--- src/rtl/fetch_stage_if.sv ---
// Fetch stage bus: hazard controls, instruction-memory port and F/D outputs.
interface fetch_stage_if #(
  parameter int IMEM_AW = 12
);
  logic               stall;
  logic               flush;
  logic               branch_taken;
  logic [31:0]        branch_target;
  logic [IMEM_AW-1:0] imem_addr;
  logic [31:0]        imem_q;
  logic [31:0]        fd_instr;
  logic [4:0]         fd_opcode;
  logic [31:0]        fd_pc;
  logic [31:0]        fd_pc_plus1;
  logic               fd_valid;
  logic [15:0]        fetch_count;

  // Pipeline control and memory side: drives hazards and imem_q, observes F/D
  modport master (
    output stall, flush, branch_taken, branch_target, imem_q,
    input  imem_addr, fd_instr, fd_opcode, fd_pc, fd_pc_plus1, fd_valid, fetch_count
  );

  // Fetch stage itself
  modport slave (
    input  stall, flush, branch_taken, branch_target, imem_q,
    output imem_addr, fd_instr, fd_opcode, fd_pc, fd_pc_plus1, fd_valid, fetch_count
  );
endinterface

--- src/rtl/fetch_stage.sv ---
// Instruction fetch stage: word-addressed PC, F/D pipeline register with
// bubble insertion on branch/flush, hazard stall, and a saturating count of
// instructions accepted into F/D. One BOOT cycle follows every reset.
module fetch_stage #(
  parameter int          IMEM_AW  = 12,
  parameter logic [31:0] NOP_WORD = 32'h0000_0000
) (
  input  logic         clock,
  input  logic         reset_n,
  fetch_stage_if.slave bus
);

  localparam logic [0:0] ST_BOOT = 1'b0;
  localparam logic [0:0] ST_RUN  = 1'b1;

  logic [0:0]  state_q, state_d;
  logic [31:0] pc_q, pc_d;
  logic [31:0] instr_q, instr_d;
  logic [31:0] fdpc_q, fdpc_d;
  logic        valid_q, valid_d;
  logic [15:0] count_q, count_d;
  logic [31:0] pc_inc_s;
  logic [15:0] count_inc_s;

  assign pc_inc_s    = pc_q + 32'd1;
  assign count_inc_s = (count_q == 16'hFFFF) ? count_q : (count_q + 16'd1);

  // Next-state selection: branch beats flush beats stall beats a normal fetch
  always_comb begin
    state_d = state_q;
    pc_d    = pc_q;
    instr_d = instr_q;
    fdpc_d  = fdpc_q;
    valid_d = valid_q;
    count_d = count_q;
    case (state_q)
      ST_BOOT: begin
        // Hazard inputs are ignored; PC stays at 0 and F/D takes a bubble
        state_d = ST_RUN;
        pc_d    = 32'd0;
        instr_d = NOP_WORD;
        fdpc_d  = pc_q;
        valid_d = 1'b0;
      end
      ST_RUN: begin
        if (bus.branch_taken) begin
          // Redirect wins even over a stall; the wrong-path word is dropped
          pc_d    = bus.branch_target;
          instr_d = NOP_WORD;
          fdpc_d  = pc_q;
          valid_d = 1'b0;
        end else if (bus.flush) begin
          pc_d    = bus.stall ? pc_q : pc_inc_s;
          instr_d = NOP_WORD;
          fdpc_d  = pc_q;
          valid_d = 1'b0;
        end else if (bus.stall) begin
          pc_d = pc_q;
        end else begin
          pc_d    = pc_inc_s;
          instr_d = bus.imem_q;
          fdpc_d  = pc_q;
          valid_d = 1'b1;
          count_d = count_inc_s;
        end
      end
      default: begin
        // Unreachable encoding: fall back to a clean boot
        state_d = ST_BOOT;
        pc_d    = 32'd0;
        instr_d = NOP_WORD;
        fdpc_d  = 32'd0;
        valid_d = 1'b0;
      end
    endcase
  end

  // State and F/D register update; reset clears everything immediately
  always_ff @(posedge clock or negedge reset_n) begin
    if (!reset_n) begin
      state_q <= ST_BOOT;
      pc_q    <= 32'd0;
      instr_q <= NOP_WORD;
      fdpc_q  <= 32'd0;
      valid_q <= 1'b0;
      count_q <= 16'd0;
    end else begin
      state_q <= state_d;
      pc_q    <= pc_d;
      instr_q <= instr_d;
      fdpc_q  <= fdpc_d;
      valid_q <= valid_d;
      count_q <= count_d;
    end
  end

  // Outputs are straight views of the registers; opcode and pc+1 derive from F/D
  assign bus.imem_addr   = pc_q[IMEM_AW-1:0];
  assign bus.fd_instr    = instr_q;
  assign bus.fd_opcode   = instr_q[31:27];
  assign bus.fd_pc       = fdpc_q;
  assign bus.fd_pc_plus1 = fdpc_q + 32'd1;
  assign bus.fd_valid    = valid_q;
  assign bus.fetch_count = count_q;

endmodule
--- src/flat_wrapper.sv ---
// flat-port wrapper written by rule: the top's interface ports become plain ports
module fetch_stage_flat 
#(
  parameter int          IMEM_AW  = 12,
  parameter logic [31:0] NOP_WORD = 32'h0000_0000
)
  (clock, reset_n, bus_stall, bus_flush, bus_branch_taken, bus_branch_target, bus_imem_q, bus_imem_addr, bus_fd_instr, bus_fd_opcode, bus_fd_pc, bus_fd_pc_plus1, bus_fd_valid, bus_fetch_count);
  fetch_stage_if #(.IMEM_AW(IMEM_AW)) bus_i ();
  input  logic clock;
  input  logic reset_n;
  input wire logic [$bits(bus_i.stall)-1:0] bus_stall;
  input wire logic [$bits(bus_i.flush)-1:0] bus_flush;
  input wire logic [$bits(bus_i.branch_taken)-1:0] bus_branch_taken;
  input wire logic [$bits(bus_i.branch_target)-1:0] bus_branch_target;
  input wire logic [$bits(bus_i.imem_q)-1:0] bus_imem_q;
  output wire logic [$bits(bus_i.imem_addr)-1:0] bus_imem_addr;
  output wire logic [$bits(bus_i.fd_instr)-1:0] bus_fd_instr;
  output wire logic [$bits(bus_i.fd_opcode)-1:0] bus_fd_opcode;
  output wire logic [$bits(bus_i.fd_pc)-1:0] bus_fd_pc;
  output wire logic [$bits(bus_i.fd_pc_plus1)-1:0] bus_fd_pc_plus1;
  output wire logic [$bits(bus_i.fd_valid)-1:0] bus_fd_valid;
  output wire logic [$bits(bus_i.fetch_count)-1:0] bus_fetch_count;
  assign bus_i.stall = bus_stall;
  assign bus_i.flush = bus_flush;
  assign bus_i.branch_taken = bus_branch_taken;
  assign bus_i.branch_target = bus_branch_target;
  assign bus_i.imem_q = bus_imem_q;
  assign bus_imem_addr = bus_i.imem_addr;
  assign bus_fd_instr = bus_i.fd_instr;
  assign bus_fd_opcode = bus_i.fd_opcode;
  assign bus_fd_pc = bus_i.fd_pc;
  assign bus_fd_pc_plus1 = bus_i.fd_pc_plus1;
  assign bus_fd_valid = bus_i.fd_valid;
  assign bus_fetch_count = bus_i.fetch_count;
  fetch_stage #(.IMEM_AW(IMEM_AW), .NOP_WORD(NOP_WORD)) u_core (.clock(clock), .reset_n(reset_n), .bus(bus_i));
endmodule
--- config.mk ---
export PLATFORM = sky130hd
export DESIGN_NAME = fetch_stage_flat
export DESIGN_NICKNAME = d
export VERILOG_FILES = /design/src/rtl/fetch_stage_if.sv /design/src/rtl/fetch_stage.sv /design/src/flat_wrapper.sv
export SDC_FILE = /design/constraint.sdc
export NUM_CORES = 1
export LEC_CHECK = 0
export ABC_AREA = 1
export BUFFER_PORTS_ARGS = -buffer_cell sky130_fd_sc_hd__buf_2
export CAP_MARGIN = 15
export CORE_AREA = 2 2 117 119
export CTS_CLUSTER_DIAMETER = 40
export CTS_CLUSTER_SIZE = 12
export DETAILED_ROUTE_END_ITERATION = 8
export DIE_AREA = 0 0 119 121
export GPL_ROUTABILITY_DRIVEN = 1
export HOLD_SLACK_MARGIN = 0.15
export MAX_ROUTING_LAYER = met4
export PLACE_DENSITY = 0.8
export RECOVER_POWER = 50
export SLEW_MARGIN = 20
export SYNTH_ARGS = -nofsm -noshare
export SYNTH_HDL_FRONTEND = slang
export SYNTH_SLANG_ARGS = --single-unit
export TNS_END_PERCENT = 50
--- constraint.sdc ---
create_clock -name clock -period 2.24 [get_ports clock]
set_clock_uncertainty 0.1 [all_clocks]
set_input_delay 0.336 -clock clock [delete_from_list [all_inputs] [get_ports clock]]
set_output_delay 0.336 -clock clock [all_outputs]
set_load 0.005 [all_outputs]
Word level (Yosys, flattened, before mapping)

Cells that the tools add are included.

Register bits: 114
Latch bits: 0
RAM bits: 0
Memory bits (read-only): 0
Input bits: 69
Logic and storage cells: 33
Memories: 0

Add/sub/neg operators: 3
Multiply operators: 0
Div/mod/pow operators: 0
$lt $le $gt $ge: 0
Equality and inequality tests: 3
Shift operators: 0
Multiplexer cells: 15
Bitwise logic cells: 5
Reduce and logical (&&, ||, !) cells: 1

Operator list:

| operator                                                         | number |
|---|---|
| 32-bit 2-to-1 mux                                                | 8 |
| 32-bit one-hot mux with 2 select lines                           | 3 |
| 32-bit by 1-bit adder with 32-bit output (second input constant) | 2 |
| 16-bit by 1-bit adder with 16-bit output (second input constant) | 1 |
| 16-bit equality test (second input constant)                     | 1 |
| 1-bit inverter                                                   | 5 |
| 5-bit AND reduction                                              | 1 |
| 4-bit != test (second input constant)                            | 1 |
| 1-bit 2-to-1 mux                                                 | 3 |
| 3-bit != test (second input constant)                            | 1 |
| 1-bit one-hot mux with 2 select lines                            | 1 |

Depth between registers and ports, before layout

Gate-level depths: netlist (run 1).

Depth after elaboration: 4
Depth in mapped cells: 11
Mapped depth without buffers: 11

Worst setup path after synthesis (run 1)

OpenSTA, ideal clock, no wires.

Path kind: reg2out
Start: reg u_core.fdpc_q[0], in the netlist u_core.bus.fd_pc[0]
End: out bus_fd_pc_plus1[24]
Arrival time: 1.342 ns
Path slack: 0.462 ns
Stages on the path, launching flop included: 7
Path buffers: 0
Path through: dfrtp_1 -> ha_1 -> nand2_1 -> nor2_1 -> nand2_1 -> nor3_1 -> xor2_1

Longest elaborated chain between the ends: 1

Ends and longest elaborated chain:

| element                                  | line               | RTL |
|---|---|---|
| from (decl)                              | fetch_stage.sv:19  | `logic [31:0] fdpc_q, fdpc_d;` |
| from (signal assigned)                   | fetch_stage.sv:91  | `fdpc_q <= fdpc_d;` |
| 32-bit by 1-bit adder with 32-bit output | fetch_stage.sv:102 | `assign bus.fd_pc_plus1 = fdpc_q + 32'd1;` |
| to (decl)                                | flat_wrapper.sv:20 | `output wire logic [$bits(bus_i.fd_pc_plus1)-1:0] bus_fd_pc_plus1;` |

No other way between the ends.

Worst setup path in the final report (run 1)

Start: reg u_core.fdpc_q[8], in the netlist u_core.bus.fd_pc[8]
End: out bus_fd_pc_plus1[21]

Same word-level chain as after synthesis.

==> Flow_metrics.wiki, run 1 <==
{| class="wikitable"
! Metric !! Value
|-
| Result of the run || finished, violations left
|-
| Failing checks || negative setup slack
|-
| Number of rows in the core area || 42
|-
| TritonCTS clock tree || done
|-
| Max Root-Sink Buffers || 2
|-
| Fraction of post-synthesis cell area in the top cell type by area || 0.420
|-
| Post-synthesis instance area || 0.00680 mm²
|-
| VDD IR max || 0.000621 V
|-
| Root Buffer || sky130_fd_sc_hd__clkbuf_16
|-
| Mean Syn Cell Area || 7.31 µm²
|-
| Horizontal extent of the die || 119 µm
|-
| Total global routing track utilization || 0.322
|-
| Port-buffer cells || 198
|-
| Cells after synthesis || 930
|-
| Portion of total power attributed to sequential cells || 0.393
|-
| Async SR Flop Fraction || 1.00
|-
| Total congestion overflow after global routing || 0
|-
| Final RePlAce weighted congestion || 0.988
|-
| Core Util, Final || 0.713
|-
| Setup repair after global routing missed its margin || true
|-
| Beginning of the critical path || u_core.bus.fd_pc[8]
|-
| Top-Level Pins || 199
|-
| Cell with the most instances after synthesis || sky130_fd_sc_hd__nand2_1
|-
| Startpoint types || flip-flop
|-
| Timing-limited maximum frequency || 429 MHz
|-
| Area Growth Syn to Fin || 37.1%
|-
| Type of the worst setup path || flip-flop to primary output
|-
| Clock-pin slew reported for the worst setup and hold paths after clock tree synthesis || 0.05 ns
|-
| Seq/Total Area, Yosys || 0.420
|-
| Required time of the critical path || 1.80 ns
|-
| Pwr Density || 677 mW/mm²
|-
| Global-route wire length before repair || 35300 µm
|-
| Top fanout value on the critical path || 4
|-
| Least setup slack across all paths after layout || -0.0931 ns
|-
| Detailed placement HPWL || 15400 µm
|-
| Ratio of cells with drive above 1 in the final layout || 0.278
|-
| Final hold violation count || 0
|-
| Maxcap violations || 0
|-
| Total number of nets in the final design || 1251
|-
| Combined area of the multi-input logic cells || 0.00365 mm²
|-
| Switching power total || 1.81 mW
|-
| Core area || 0.0131 mm²
|-
| Clock network fraction of total power || 0.441
|-
| Wirelength, routed || 22200 µm
|-
| Worst max-slew margin expressed relative to the limit || 0.331
|-
| Drt wl/cell || 16.2 µm
|-
| Pin count of the biggest net entering global routing || 65
|-
| Count of cells along the worst register-to-register path || 10
|-
| Number of pins exceeding their max-slew limit in the final report || 0
|-
| Die Footprint || 0.0144 mm²
|-
| Setup Viol. Count Final || 9
|-
| Count of H-tree levels built during CTS || 4
|-
| Post-Synthesis Net Count || 1002
|-
| DR pass1 iterations || 7
|-
| Sw Ratio || 0.287
|-
| Reg-to-reg setup timing slack || 0.33 ns
|-
| Ys Warns || 0
|-
| Leakage power total || 4.52 nW
|-
| Most area-hungry cell type in the Yosys netlist || sky130_fd_sc_hd__dfrtp_1
|-
| Total via count after detailed routing || 7345
|-
| EDFF count, synth || 0
|-
| Unique masters post-synth || 35
|-
| Final critical-path required period || 2.33 ns
|-
| Post-route antenna net violation count || 0
|-
| Filler cell count in the final layout || 1058
|-
| Top_reg_cell synth || sky130_fd_sc_hd__dfrtp_1
|-
| First-iteration detailed-routing DRC count || 560
|-
| Number of clock sinks || 114
|-
| Vias in the first global route || 7122
|-
| Antenna cell count || 0
|-
| Pint || 4.50 mW
|-
| Worst setup EP type || primary output
|-
| Most numerous cell types in the synthesized netlist || sky130_fd_sc_hd__nand2_1 (281), sky130_fd_sc_hd__nor2_1 (156), sky130_fd_sc_hd__dfrtp_1 (114)
|-
| Count of state elements after synthesis || 114
|-
| Number of clock buffers inserted by TritonCTS || 17
|-
| Initial Utilization || 0.520
|-
| Area occupied by registers || 0.00287 mm²
|-
| Arrival time of the worst setup path || 1.90 ns
|-
| Number of DRC violations after detailed routing || 0
|-
| Hold/Removal Path Class || input pin to flip-flop
|-
| Clock Latency Late Sink || 0.42 ns
|-
| Largest cells by area after synthesis || sky130_fd_sc_hd__dfrtp_1 (42%), sky130_fd_sc_hd__nand2_1 (16%), sky130_fd_sc_hd__nor2_1 (8.6%)
|-
| Capture instance of the worst register-to-register path || u_core.pc_q[18]
|-
| Die height || 121 µm
|-
| Vias per inst || 5.37
|-
| Power share of the combinational group || 0.166
|-
| Total negative slack for setup checks || -0.393 ns
|-
| DP Worst Slack || 0.207 ns
|-
| Number of antenna violations at the first check in global routing || 0
|-
| Fraction of the cycle the final worst path needs || 1.04
|-
| Destination of the critical timing path || bus_fd_pc_plus1[21]
|-
| Worst-Margin Slew || 1.00 ns
|-
| Source of the worst register-to-register timing path || u_core.pc_q[0]
|-
| Hold Path Stages || 5
|}
[power groups by stage]
stage               registers (mW)  clock network (mW)  logic (mW)
finish                        2.48                2.79        1.05
global route                  2.51                2.92        1.17
CTS                           2.47                2.81        1.03
detailed placement            2.50                   0       0.923
global placement              2.49                   0       0.909
floorplan                     2.45                   0       0.508
[layer usage]
layer	vias up	routed length, µm	global-route usage
li1	3464	-	-
met2	372	10900	0.531
met1	3448	8930	0.388
met4	0	793	0.133
met3	61	1600	0.0677
met5	-	0	-
[logic make-up after synthesis]
family,synth area share
flops,0.420
xor+xnor,0.0592
other cells,0.000551
buf+inv,0.0843
compound gates,0.0984
fa+ha+maj,0.00552
simple gates,0.332
[registers in the layout, summed over array words and instances (netlist names)]
signal / flops
u_core.bus.fd_instr: 32
u_core.bus.fetch_count: 16
u_core.pc_q: 32
u_core.bus.fd_pc: 32
u_core.bus.fd_valid: 1
u_core.state_q: 1
[critical path, stage by stage (launching register included)]
cell and delay [ns]:
sky130_fd_sc_hd__dfrtp_1 0.40, sky130_fd_sc_hd__inv_2 0.11, sky130_fd_sc_hd__nor3_4 0.24, sky130_fd_sc_hd__buf_4 0.16, sky130_fd_sc_hd__nand2_1 0.05, sky130_fd_sc_hd__nor2_1 0.12
sky130_fd_sc_hd__nand2_1 0.12, sky130_fd_sc_hd__xor2_1 0.15, sky130_fd_sc_hd__buf_2 0.13
[cell type report]
class | count | area share
multi-input cells | 688 | 0.391
flip-flops and latches | 114 | 0.307
repair buffers | 276 | 0.179
clock buffers | 20 | 0.0490
inverters | 82 | 0.0330
well taps | 176 | 0.0236
clock inverters | 12 | 0.0166
[through the flow]
stage / instances / cell area (µm²) / hold slack (ns) / power [mW]
CTS: 1358 / 9170 / 0.150 / 6.31
floorplan: 930 / 6800 / -0.0596 / 2.96
finish: 1368 / 9330 / 0.153 / 6.32
global placement: 1271 / 7900 / 0.254 / 3.40
global route: 1368 / 9330 / 0.182 / 6.60
detailed placement: 1271 / 7900 / 0.249 / 3.42
[how the worst min path moves through the flow]
stage                               start                      to  slack, ns
floorplan                         reset_n  u_core.bus.fd_instr[0]      -0.06
global placement                  reset_n    u_core.bus.fd_pc[31]       0.25
detailed placement                reset_n    u_core.bus.fd_pc[31]       0.25
CTS                 bus_branch_target[30]         u_core.pc_q[30]       0.15
global route        bus_branch_target[20]         u_core.pc_q[20]       0.18
finish              bus_branch_target[20]         u_core.pc_q[20]       0.15
[repair_timing]
item	4_1_cts	5_1_grt
setup buffers	14	10
pin swaps	16	13
endpoints found under the setup margin	22	23
endpoints found under the hold margin	76	0
gates resized for setup	44	43
hold buffers	41	0
[placed cells by master, fill, tap and decap left out, types with 11 or more instances in the layout]
| cell | Yosys | layout |
|---|---|---|
| sky130_fd_sc_hd__a32o_1 | 32 | 32 |
| sky130_fd_sc_hd__buf_2 | 11 | 167 |
| sky130_fd_sc_hd__buf_4 | 17 | 32 |
| sky130_fd_sc_hd__clkbuf_1 | 14 | 31 |
| sky130_fd_sc_hd__clkbuf_16 | 0 | 17 |
| sky130_fd_sc_hd__dfrtp_1 | 114 | 103 |
| sky130_fd_sc_hd__dfrtp_2 | 0 | 11 |
| sky130_fd_sc_hd__dlygate4sd3_1 | 0 | 41 |
| sky130_fd_sc_hd__inv_1 | 79 | 74 |
| sky130_fd_sc_hd__nand2_1 | 281 | 263 |
| sky130_fd_sc_hd__nand2_2 | 6 | 21 |
| sky130_fd_sc_hd__nand3_1 | 52 | 50 |
| sky130_fd_sc_hd__nor2_1 | 156 | 139 |
| sky130_fd_sc_hd__nor2_2 | 5 | 13 |
| sky130_fd_sc_hd__nor2_4 | 4 | 13 |
| sky130_fd_sc_hd__o21ai_0 | 40 | 40 |
| sky130_fd_sc_hd__o21ai_1 | 12 | 12 |
| sky130_fd_sc_hd__xor2_1 | 42 | 41 |
Note: power is estimated with default switching activity, not from simulation.
==> inputs of run 2 (changes only) <==
CORE_AREA = 2 2 104 131   (was 2 2 117 119)
CTS_BUF_LIST = sky130_fd_sc_hd__clkbuf_4 sky130_fd_sc_hd__clkbuf_8   (was unset)
DIE_AREA = 0 0 106 133   (was 0 0 119 121)
PLACE_DENSITY = 0.81   (was 0.8)
==> run 2 against run 1 <==
  * The flow still finishes with violations (negative setup slack)
  * Worst setup slack better by 0.029 ns
  * Sequential power is essentially flat
  * Sequential cell count stayed put
  * First-iteration DRC count grew 12%
  * Register-to-register slack hardly changed
  * Non-clock buffer count grew 26
  * Total power fell by 14%
  * Critical path type unchanged
  * Largest cell class unchanged
  * Highest routed layer unchanged
==> Flow_metrics.wiki, run 2 (synthesis results as in run 1) <==
{| class="wikitable"
! Metric !! Value
|-
| Die Footprint || 0.0141 mm²
|-
| Pin count of the biggest net entering global routing || 65
|-
| Reg-to-reg setup timing slack || 0.34 ns
|-
| Vias per inst || 5.33
|-
| Worst hold path endpoint || u_core.pc_q[25]
|-
| Failing checks || negative setup slack
|-
| Total via count after detailed routing || 7408
|-
| Count of H-tree levels built during CTS || 4
|-
| Top fanout value on the critical path || 3
|-
| Routing usage on met3 || 0.0537
|-
| Port-buffer cells || 198
|-
| Die height || 133 µm
|-
| Top-Level Pins || 199
|-
| First-iteration detailed-routing DRC count || 629
|-
| Clock Latency Late Sink || 0.44 ns
|-
| Setup repair after global routing missed its margin || true
|-
| Number of pins exceeding their max-slew limit in the final report || 0
|-
| TritonCTS clock tree || done
|-
| Number of cells after detailed placement || 1271
|-
| Leading cell types in the layout, fill and taps excluded || sky130_fd_sc_hd__nand2_1 (257), sky130_fd_sc_hd__buf_2 (169), sky130_fd_sc_hd__nor2_1 (138)
|-
| Total negative slack for setup checks || -0.305 ns
|-
| Root Buffer || sky130_fd_sc_hd__clkbuf_8
|-
| Worst max-slew margin expressed relative to the limit || 0.284
|-
| Max Root-Sink Buffers || 2
|-
| Core area || 0.0130 mm²
|-
| Pwr Density || 579 mW/mm²
|-
| Total global routing track utilization || 0.343
|-
| Final hold violation count || 0
|-
| Layer carrying the most global-route usage || met2
|-
| Antenna cell count || 0
|-
| Non-filler cells in the finished layout || 1389
|-
| Startpoint types || flip-flop
|-
| Number of clock sinks || 114
|-
| Hold/Removal Path Class || input pin to flip-flop
|-
| Worst-Margin Slew || 1.07 ns
|-
| DP Worst Slack || 0.0530 ns
|-
| DR pass1 iterations || 7
|-
| Total number of nets in the final design || 1277
|-
| GR Layer Usage met2 || 0.610
|-
| Wirelength, routed || 23300 µm
|-
| Number of clock buffers inserted by TritonCTS || 17
|-
| Area Growth Syn to Fin || 38.1%
|-
| Arrival time of the worst setup path || 1.87 ns
|-
| Area after detailed placement || 0.00793 mm²
|-
| Detailed placement HPWL || 16400 µm
|-
| Post-route antenna net violation count || 0
|-
| Origin of the worst min-delay path || bus_branch_target[25]
|-
| Core Util, Final || 0.723
|-
| VDD IR max || 0.000587 V
|-
| Global-route wire length before repair || 36500 µm
|-
| Vias in the first global route || 7202
|-
| Drt wl/cell || 16.7 µm
|-
| Clock-pin slew reported for the worst setup and hold paths after clock tree synthesis || 0.08 ns
|-
| Hold Path Stages || 5
|-
| Number of rows in the core area || 47
|-
| Ratio of cells with drive above 1 in the final layout || 0.295
|-
| Total power || 5.44 mW
|-
| Source of the worst register-to-register timing path || u_core.pc_q[0]
|-
| Timing-limited maximum frequency || 434 MHz
|-
| Number of DRC violations after detailed routing || 0
|-
| Worst hold slack across all endpoints || 0.157 ns
|-
| Required time of the critical path || 1.80 ns
|-
| Capture instance of the worst register-to-register path || u_core.pc_q[10]
|-
| Initial Utilization || 0.523
|-
| Result of the run || finished, violations left
|-
| Most common cell after layout, fill and taps aside || sky130_fd_sc_hd__nand2_1
|-
| Count of cells along the worst register-to-register path || 9
|-
| Final design instance area without fill || 0.00939 mm²
|-
| Fraction of the cycle the final worst path needs || 1.03
|-
| Worst setup EP type || primary output
|-
| Final RePlAce weighted congestion || 0.975
|-
| Least setup slack across all paths after layout || -0.0645 ns
|-
| Met1 usage || 0.378
|-
| Final critical-path required period || 2.30 ns
|-
| Total congestion overflow after global routing || 0
|-
| Horizontal extent of the die || 106 µm
|-
| Maxcap violations || 0
|-
| Type of the worst setup path || flip-flop to primary output
|-
| Number of antenna violations at the first check in global routing || 0
|-
| Setup Viol. Count Final || 10
|-
| Leakage power total || 4.62 nW
|}
-- run 2: changes by cell type in the layout (fill, tap and decap cells not counted), sizes merged --
cell	delta
inv	+7
buf	+17
clkinvlp	+2
clkbuf	-4
bufinv	-3
clkinv	-3
dlygate4sd3	+10
-- run 2: what timing repair did --
item                       CTS  global route
hold endpoints to repair    87             0
resized for setup           47            66
setup endpoints to repair   26            25
pin swaps                   14            28
setup buffers               22            13
hold buffers                51             0
-- run 2: worst max path at each step --
stage                        startpoint                   to  slack [ns]
global placement    u_core.bus.fd_pc[1]  bus_fd_pc_plus1[17]        0.05
CTS                 u_core.bus.fd_pc[1]  bus_fd_pc_plus1[30]       -0.10
detailed placement  u_core.bus.fd_pc[1]  bus_fd_pc_plus1[19]        0.05
floorplan           u_core.bus.fd_pc[0]  bus_fd_pc_plus1[24]        0.46
finish              u_core.bus.fd_pc[1]  bus_fd_pc_plus1[30]       -0.06
global route        u_core.bus.fd_pc[1]  bus_fd_pc_plus1[24]       -0.15
-- run 2: routing by layer --
metal	up-vias	part of all wire
li1	3513	-
met1	3458	0.37
met2	361	0.53
met3	76	0.059
met4	0	0.043
met5	-	0
-- run 2: area by class of cell --
type                    instances  area, µm²
repair buffers                302       1910
well taps                     171        214
multi-input cells             688       3710
flip-flops and latches        114       2870
fillers                      1097       3600
inverters                      82        317
clock inverters                15        135
clock buffers                  17        234
-- run 2: critical path, stage by stage, from the launching register on --
cell,delay (ns)
sky130_fd_sc_hd__dfrtp_2,0.44
sky130_fd_sc_hd__ha_4,0.17
sky130_fd_sc_hd__nand2_4,0.07
sky130_fd_sc_hd__inv_2,0.06
sky130_fd_sc_hd__nand4_1,0.09
sky130_fd_sc_hd__buf_6,0.15
sky130_fd_sc_hd__nor2_4,0.11
sky130_fd_sc_hd__nand2_1,0.07
sky130_fd_sc_hd__xor2_1,0.14
sky130_fd_sc_hd__buf_2,0.12
-- run 2: power by group --
group | leakage, nW | internal (mW) | total (mW) | switching [mW]
Combinational | 2.94 | 0.494 | 1.12 | 0.630
Clock | 0.181 | 0.813 | 1.82 | 1.01
Sequential | 1.49 | 2.23 | 2.49 | 0.257
Total | 4.62 | 3.54 | 5.44 | 1.90
